**src/rtl/cnn_conv1_acc_relu_if.sv**
```systemverilog
`default_nettype none
// ============================================================================
//  Module   : cnn_conv1_acc_relu_if
//  Purpose  : Product-in / result-out handshake bundle for the conv1
//             accumulate + ReLU stage.
//  Revision : 1.0  initial release
// ============================================================================
interface cnn_conv1_acc_relu_if #(
  parameter int PROD_W = 23,
  parameter int BIAS_W = 14,
  parameter int OUT_W  = 14
);
  logic [PROD_W-1:0] prod_din;
  logic              prod_vld;
  logic              prod_rdy;
  logic [BIAS_W-1:0] bias_din;
  logic [OUT_W-1:0]  out_dout;
  logic              out_vld;
  logic              out_rdy;
  logic              busy;

  // Upstream multiplier / downstream consumer side
  modport master (
    output prod_din, prod_vld, bias_din, out_rdy,
    input  prod_rdy, out_dout, out_vld, busy
  );

  // Accumulator side
  modport slave (
    input  prod_din, prod_vld, bias_din, out_rdy,
    output prod_rdy, out_dout, out_vld, busy
  );
endinterface
`default_nettype wire

```
**src/rtl/cnn_conv1_acc_relu.sv**
```systemverilog
`default_nettype none
// ============================================================================
//  Module   : cnn_conv1_acc_relu
//  Purpose  : Accumulates one kernel window of signed products plus a bias,
//             rounds half-up, applies optional ReLU, saturates to OUT_W and
//             hands the result downstream on a valid/ready port.
//  Revision : 1.0  initial release
// ============================================================================
module cnn_conv1_acc_relu #(
  parameter int NUM_TERMS  = 25,
  parameter int PROD_W     = 23,
  parameter int BIAS_W     = 14,
  parameter int OUT_W      = 14,
  parameter int ACC_W      = 32,
  parameter int FRAC_SHIFT = 8,
  parameter int BIAS_SHIFT = 8,
  parameter int RELU_EN    = 1
) (
  input  wire logic           ap_clk,
  input  wire logic           ap_rst,
  cnn_conv1_acc_relu_if.slave bus
);

  localparam int c_CNT_W = (NUM_TERMS > 1) ? $clog2(NUM_TERMS) : 1;
  localparam logic [c_CNT_W-1:0] c_LAST = c_CNT_W'(NUM_TERMS - 1);
  localparam logic [c_CNT_W-1:0] c_ONE  = c_CNT_W'(1);

  // Half an output LSB at accumulator scale, for round-half-up
  localparam logic signed [ACC_W-1:0] c_HALF = ACC_W'(1) << (FRAC_SHIFT - 1);
  // Output range limits, sign-extended to accumulator width
  localparam logic signed [ACC_W-1:0] c_MAX =
    {{(ACC_W-OUT_W+1){1'b0}}, {(OUT_W-1){1'b1}}};
  localparam logic signed [ACC_W-1:0] c_MIN =
    {{(ACC_W-OUT_W+1){1'b1}}, {(OUT_W-1){1'b0}}};

  typedef enum logic [1:0] {
    ST_ACC   = 2'd0,
    ST_FINAL = 2'd1,
    ST_OUT   = 2'd2
  } state_t;

  state_t                    state_q, state_d;
  logic [c_CNT_W-1:0]        cnt_q, cnt_d;
  logic signed [ACC_W-1:0]   acc_q, acc_d;
  logic [OUT_W-1:0]          dout_q, dout_d;
  logic                      vld_q, vld_d;

  logic signed [ACC_W-1:0]   prod_ext;
  logic signed [ACC_W-1:0]   bias_ext;
  logic signed [ACC_W-1:0]   rnd_sum;
  logic signed [ACC_W-1:0]   rnd_val;
  logic signed [ACC_W-1:0]   relu_val;
  logic signed [ACC_W-1:0]   sat_val;
  logic                      accept;

  assign prod_ext = {{(ACC_W-PROD_W){bus.prod_din[PROD_W-1]}}, bus.prod_din};
  assign bias_ext = {{(ACC_W-BIAS_W){bus.bias_din[BIAS_W-1]}}, bus.bias_din};
  assign accept   = bus.prod_vld && (state_q == ST_ACC);

  // Round half up, clamp negatives when ReLU is on, then saturate
  always_comb begin
    rnd_sum  = acc_q + c_HALF;
    rnd_val  = rnd_sum >>> FRAC_SHIFT;
    relu_val = ((RELU_EN != 0) && (rnd_val < 0)) ? '0 : rnd_val;
    if (relu_val > c_MAX) begin
      sat_val = c_MAX;
    end else if (relu_val < c_MIN) begin
      sat_val = c_MIN;
    end else begin
      sat_val = relu_val;
    end
  end

  // Next-state logic: accumulate window, finalise once, hold until taken
  always_comb begin
    state_d = state_q;
    cnt_d   = cnt_q;
    acc_d   = acc_q;
    dout_d  = dout_q;
    vld_d   = vld_q;
    case (state_q)
      ST_ACC: begin
        if (accept) begin
          // Bias is only looked at on the first term of a window
          if (cnt_q == '0) begin
            acc_d = (bias_ext <<< BIAS_SHIFT) + prod_ext;
          end else begin
            acc_d = acc_q + prod_ext;
          end
          if (cnt_q == c_LAST) begin
            cnt_d   = '0;
            state_d = ST_FINAL;
          end else begin
            cnt_d = cnt_q + c_ONE;
          end
        end
      end
      ST_FINAL: begin
        dout_d  = sat_val[OUT_W-1:0];
        vld_d   = 1'b1;
        state_d = ST_OUT;
      end
      ST_OUT: begin
        if (bus.out_rdy) begin
          vld_d   = 1'b0;
          state_d = ST_ACC;
        end
      end
      default: begin
        state_d = ST_ACC;
      end
    endcase
  end

  // State register with synchronous reset discarding any partial window
  always_ff @(posedge ap_clk) begin
    if (ap_rst) begin
      state_q <= ST_ACC;
      cnt_q   <= '0;
      acc_q   <= '0;
      dout_q  <= '0;
      vld_q   <= 1'b0;
    end else begin
      state_q <= state_d;
      cnt_q   <= cnt_d;
      acc_q   <= acc_d;
      dout_q  <= dout_d;
      vld_q   <= vld_d;
    end
  end

  assign bus.prod_rdy = (state_q == ST_ACC);
  assign bus.out_dout = dout_q;
  assign bus.out_vld  = vld_q;
  assign bus.busy     = (cnt_q != '0) || (state_q != ST_ACC);

endmodule
`default_nettype wire
```
**src/flat_wrapper.sv**
```systemverilog
// flat-port wrapper written by rule: the top's interface ports become plain ports
module cnn_conv1_acc_relu_flat 
#(
  parameter int NUM_TERMS  = 25,
  parameter int PROD_W     = 23,
  parameter int BIAS_W     = 14,
  parameter int OUT_W      = 14,
  parameter int ACC_W      = 32,
  parameter int FRAC_SHIFT = 8,
  parameter int BIAS_SHIFT = 8,
  parameter int RELU_EN    = 1
)
  (ap_clk, ap_rst, bus_prod_din, bus_prod_vld, bus_bias_din, bus_out_rdy, bus_prod_rdy, bus_out_dout, bus_out_vld, bus_busy);
  cnn_conv1_acc_relu_if #(.PROD_W(PROD_W), .BIAS_W(BIAS_W), .OUT_W(OUT_W)) bus_i ();
  input  wire logic ap_clk;
  input  wire logic ap_rst;
  input wire logic [$bits(bus_i.prod_din)-1:0] bus_prod_din;
  input wire logic [$bits(bus_i.prod_vld)-1:0] bus_prod_vld;
  input wire logic [$bits(bus_i.bias_din)-1:0] bus_bias_din;
  input wire logic [$bits(bus_i.out_rdy)-1:0] bus_out_rdy;
  output wire logic [$bits(bus_i.prod_rdy)-1:0] bus_prod_rdy;
  output wire logic [$bits(bus_i.out_dout)-1:0] bus_out_dout;
  output wire logic [$bits(bus_i.out_vld)-1:0] bus_out_vld;
  output wire logic [$bits(bus_i.busy)-1:0] bus_busy;
  assign bus_i.prod_din = bus_prod_din;
  assign bus_i.prod_vld = bus_prod_vld;
  assign bus_i.bias_din = bus_bias_din;
  assign bus_i.out_rdy = bus_out_rdy;
  assign bus_prod_rdy = bus_i.prod_rdy;
  assign bus_out_dout = bus_i.out_dout;
  assign bus_out_vld = bus_i.out_vld;
  assign bus_busy = bus_i.busy;
  cnn_conv1_acc_relu #(.NUM_TERMS(NUM_TERMS), .PROD_W(PROD_W), .BIAS_W(BIAS_W), .OUT_W(OUT_W), .ACC_W(ACC_W), .FRAC_SHIFT(FRAC_SHIFT), .BIAS_SHIFT(BIAS_SHIFT), .RELU_EN(RELU_EN)) u_core (.ap_clk(ap_clk), .ap_rst(ap_rst), .bus(bus_i));
endmodule
```
**config.mk**
```make
export PLATFORM = sky130hd
export DESIGN_NAME = cnn_conv1_acc_relu_flat
export DESIGN_NICKNAME = d
export VERILOG_FILES = /design/src/rtl/cnn_conv1_acc_relu_if.sv /design/src/rtl/cnn_conv1_acc_relu.sv /design/src/flat_wrapper.sv
export SDC_FILE = /design/constraint.sdc
export NUM_CORES = 1
export LEC_CHECK = 0
export CORE_MARGIN = 1
export CORE_UTILIZATION = 40
export CTS_BUF_LIST = sky130_fd_sc_hd__clkbuf_16
export DETAILED_ROUTE_END_ITERATION = 6
export PLACE_DENSITY = 0.6
export SLEW_MARGIN = 10
export SYNTH_ARGS = -nofsm -noshare
export SYNTH_HDL_FRONTEND = slang
export SYNTH_SLANG_ARGS = --single-unit
```
**constraint.sdc**
```tcl
create_clock -name ap_clk -period 3 [get_ports ap_clk]
set_input_delay 0.45 -clock ap_clk [delete_from_list [all_inputs] [get_ports ap_clk]]
set_output_delay 0.45 -clock ap_clk [all_outputs]
set_load 0.01 [all_outputs]
```
==> flow_summary.json <==
{
  "grt_pass1_vias": 4886,
  "synth_edf_count": 0,
  "hp-class": "reg2reg",
  "critPathArrivalTime_ns": 3.14,
  "multi_input_area_um2": 3610,
  "synthArstFlopShare": 0,
  "core_um2": 11600,
  "vias": 5077,
  "synth-seq-area-share": 0.225,
  "rr_startpoint": "u_core.acc_q[7]",
  "yosys-top-cells-area": "dfxtp_1 23%, ha_1 13%, nor2_1 6.3%",
  "r2r-end": "u_core.bus.out_dout[12]",
  "clock_path_buffers": 2,
  "yosys_warnings": 0,
  "grt_pass1_wl_mm": 23.6,
  "yosysTopAreaCell": "dfxtp_1",
  "finalClockSkew_ns": 0.00554,
  "regToRegSetupSlack_ns": 0.27,
  "tns_ns": 0,
  "cellPowerDensity_nw_per_um2": 415,
  "clk_pin_slew_worst_paths_ns": 0.07,
  "firstDrtPassIters": 7,
  "worstPathRequired_ns": 3.20,
  "violations": "DRC",
  "drtAntennaViolNets": 0,
  "seqPwrFrac": 0.327,
  "clkPwrFrac": 0.232,
  "ys.flop_type": "dfxtp_1",
  "rsz0062_at_grt": "true",
  "fin_util": 0.542,
  "syn_inst": 638,
  "viasPerCell": 5.61,
  "drc": 4,
  "regArea_um2": 1080,
  "peakVddDrop_mv": 0.272,
  "worst_pin_slew_ns": 0.644,
  "synth.top_cell.area_share": 0.225,
  "fin_crit_sh": 0.979,
  "drt_iter0_markers": 302,
  "htree_levels": 2,
  "drive_gt1_frac": 0.148,
  "p_switching_uw": 966,
  "synth-xor-area-share": 0.0802,
  "hold_viol_final": 0,
  "cts-buffers-inserted": 5,
  "grt_max_degree": 30,
  "fmax_mhz": 341,
  "num-fill-cells": 1094,
  "maxSlewViolCount": 0,
  "drv_cap": 0,
  "syn_to_final_growth_pct": 30.4,
  "overflow": 0,
  "power.internal_mw": 1.64,
  "critPathKind": "in2reg",
  "r2r_cells": 11,
  "cts_sinks": 54,
  "die_w_um": 112,
  "cp-start-kind": "input port",
  "cts_root_buf": "clkbuf_16",
  "worst-path-max-fanout": 2,
  "synth_fa_ha_area_frac": 0.136,
  "die_area_um2": 12500,
  "antenna_found_initial": 0,
  "num_io_pins": 58,
  "clk_latency_ns": 0.30,
  "synth_nets": 730,
  "gp_congestion": 0.855,
  "cts_hold_buf": 0,
  "p_leak_nw": 2.65,
  "start_util": 0.415,
  "syn_area_um2": 4800,
  "synth_mux_area_frac": 0.0125,
  "final_cells": 905,
  "synth-simple-area-share": 0.250,
  "cts_tree": "done",
  "min_delay_worst_endpoint": "u_core.bus.out_dout[0]",
  "ys_ff_latch": 54,
  "synth_top_family_by_area": "compound AO/OA/AOI/OAI gates",
  "place_inst": 897,
  "hold_start": "u_core.bus.out_dout[0]",
  "p_comb_frac": 0.440,
  "finalSetupViolations": 0,
  "fp.dieH_um": 112,
  "grt_use_total": 0.234,
  "diodes": 0,
  "nets": 853,
  "ys_types": 55,
  "status": "finished with violations",
  "relSlewSlack": 0.569,
  "rows": 39,
  "portBuffers": 57,
  "cp-end-kind": "flip-flop",
  "synth_compound_area_frac": 0.263,
  "switching_share": 0.371,
  "hpwl_mm": 11.3,
  "wl_per_cell_um": 15.5,
  "wirelength_mm": 14.0,
  "worstHoldPathCells": 1,
  "synth.avg_cell_area_um2": 7.53,
  "period_minus_slack_ns": 2.94
}
## power by group through the flow
stage	clock [mW]	combinational, mW	sequential (mW)
2_1_floorplan	0	0.733	0.838
5_1_grt	0.644	1.28	0.859
6_report	0.604	1.15	0.852
4_1_cts	0.621	1.13	0.848
3_5_place_dp	0	1.12	0.865
3_3_place_gp	0	1.11	0.863
## what timing repair did
item                       in CTS  in global routing
setup buffers                   0                  0
setup endpoints to repair       0                 25
resized for setup               0                 11
## worst max-delay path, cell delays in order
cell	delay, ns
clkdlybuf4s50_1	0.48
ha_1	0.18
inv_1	0.06
fa_1	0.38
nand2b_1	0.19
a211oi_2	0.22
o2111ai_1	0.17
a21o_1	0.21
a31oi_2	0.22
nor2_1	0.09
xnor2_1	0.15
a2111oi_2	0.34
## worst max path at each step
stage               startpoint          endpoint  slack [ns]  cells past startpoint
2_1_floorplan  bus_bias_din[1]  u_core.acc_q[28]        0.38                      9
3_3_place_gp   bus_prod_din[0]  u_core.acc_q[28]       -0.24                     12
3_5_place_dp   bus_prod_din[0]  u_core.acc_q[28]       -0.30                     12
4_1_cts        bus_prod_din[0]  u_core.acc_q[28]        0.01                     12
5_1_grt        bus_prod_din[0]  u_core.acc_q[28]        -0.1                     12
6_report       bus_prod_din[0]  u_core.acc_q[28]        0.06                     12
## metal layers
metal	share of wire	wire, um	track usage
met1	0.48	6700	0.317
met2	0.47	6590	0.397
met3	0.038	529	0.0256
met4	0.016	219	0.0550
met5	0	0	0
## layout make-up
class,count,area share
flip-flops and latches,54,0.173
clock inverters,3,0.00359
inverters,15,0.00899
clock buffers,5,0.0200
well taps,143,0.0286
multi-input cells,546,0.577
repair buffers,139,0.189
## layout by cell type (no fill, tap or decap), types with 3 or more instances in the layout
cell type,Yosys,layout
a211oi_1,21,18
a211oi_2,0,3
a21o_1,14,14
a21oi_1,42,42
a22o_1,11,11
a311oi_1,13,13
a31oi_1,15,14
and2_1,6,6
and3_1,14,14
buf_4,0,82
clkbuf_16,0,5
clkdlybuf4s50_1,0,57
dfxtp_1,54,54
ha_1,49,49
inv_1,15,15
mux2i_1,6,6
nand2_1,63,63
nand2b_1,10,10
nand3_1,20,20
nand4_1,4,4
nor2_1,81,81
nor2b_1,5,5
nor3_1,29,27
nor4_1,5,4
o211ai_1,7,7
o21a_1,3,3
o21ai_0,34,32
o21ai_2,2,3
o21bai_1,6,6
or2_2,5,5
or3_1,6,6
xnor2_1,26,26
xor2_1,18,18
## state kept, by name (all words and copies together) (netlist names)
name and cells:
u_core.bus.out_vld 1, u_core.bus.out_dout 14, u_core.state_q 2, u_core.cnt_q 5
u_core.acc_q 32
## through the flow
stage	area [um^2]	hold slack, ns	worst slack [ns]	total power, mW
floorplan	4800	0.466	0.378	1.57
global placement	6070	0.460	-0.236	1.97
detailed placement	6070	0.467	-0.297	1.99
CTS	6220	0.484	0.00961	2.60
global route	6260	0.493	-0.100	2.79
finish	6260	0.478	0.0641	2.60
## logic make-up after synthesis
family	after synthesis
XOR/XNOR	44
AND/OR/NAND/NOR	256
AO/OA/AOI/OAI	189
flip-flops	54
buffers and inverters	38
multiplexers	6
adder cells (fa/ha/maj)	51
## cell usage after synthesis (all sizes together), types with 7 or more instances
master,instances
ha,49
nor3,29
nand2b,10
o21ai,37
nand2,63
nand3,21
o211ai,7
dfxtp,54
a311oi,13
and3,14
xor2,18
xnor2,26
a21oi,42
nor2,83
a211oi,21
a21o,14
inv,15
clkbuf,19
a31oi,15
a22o,11
No activity file was read; power rests on OpenSTA's default activity.
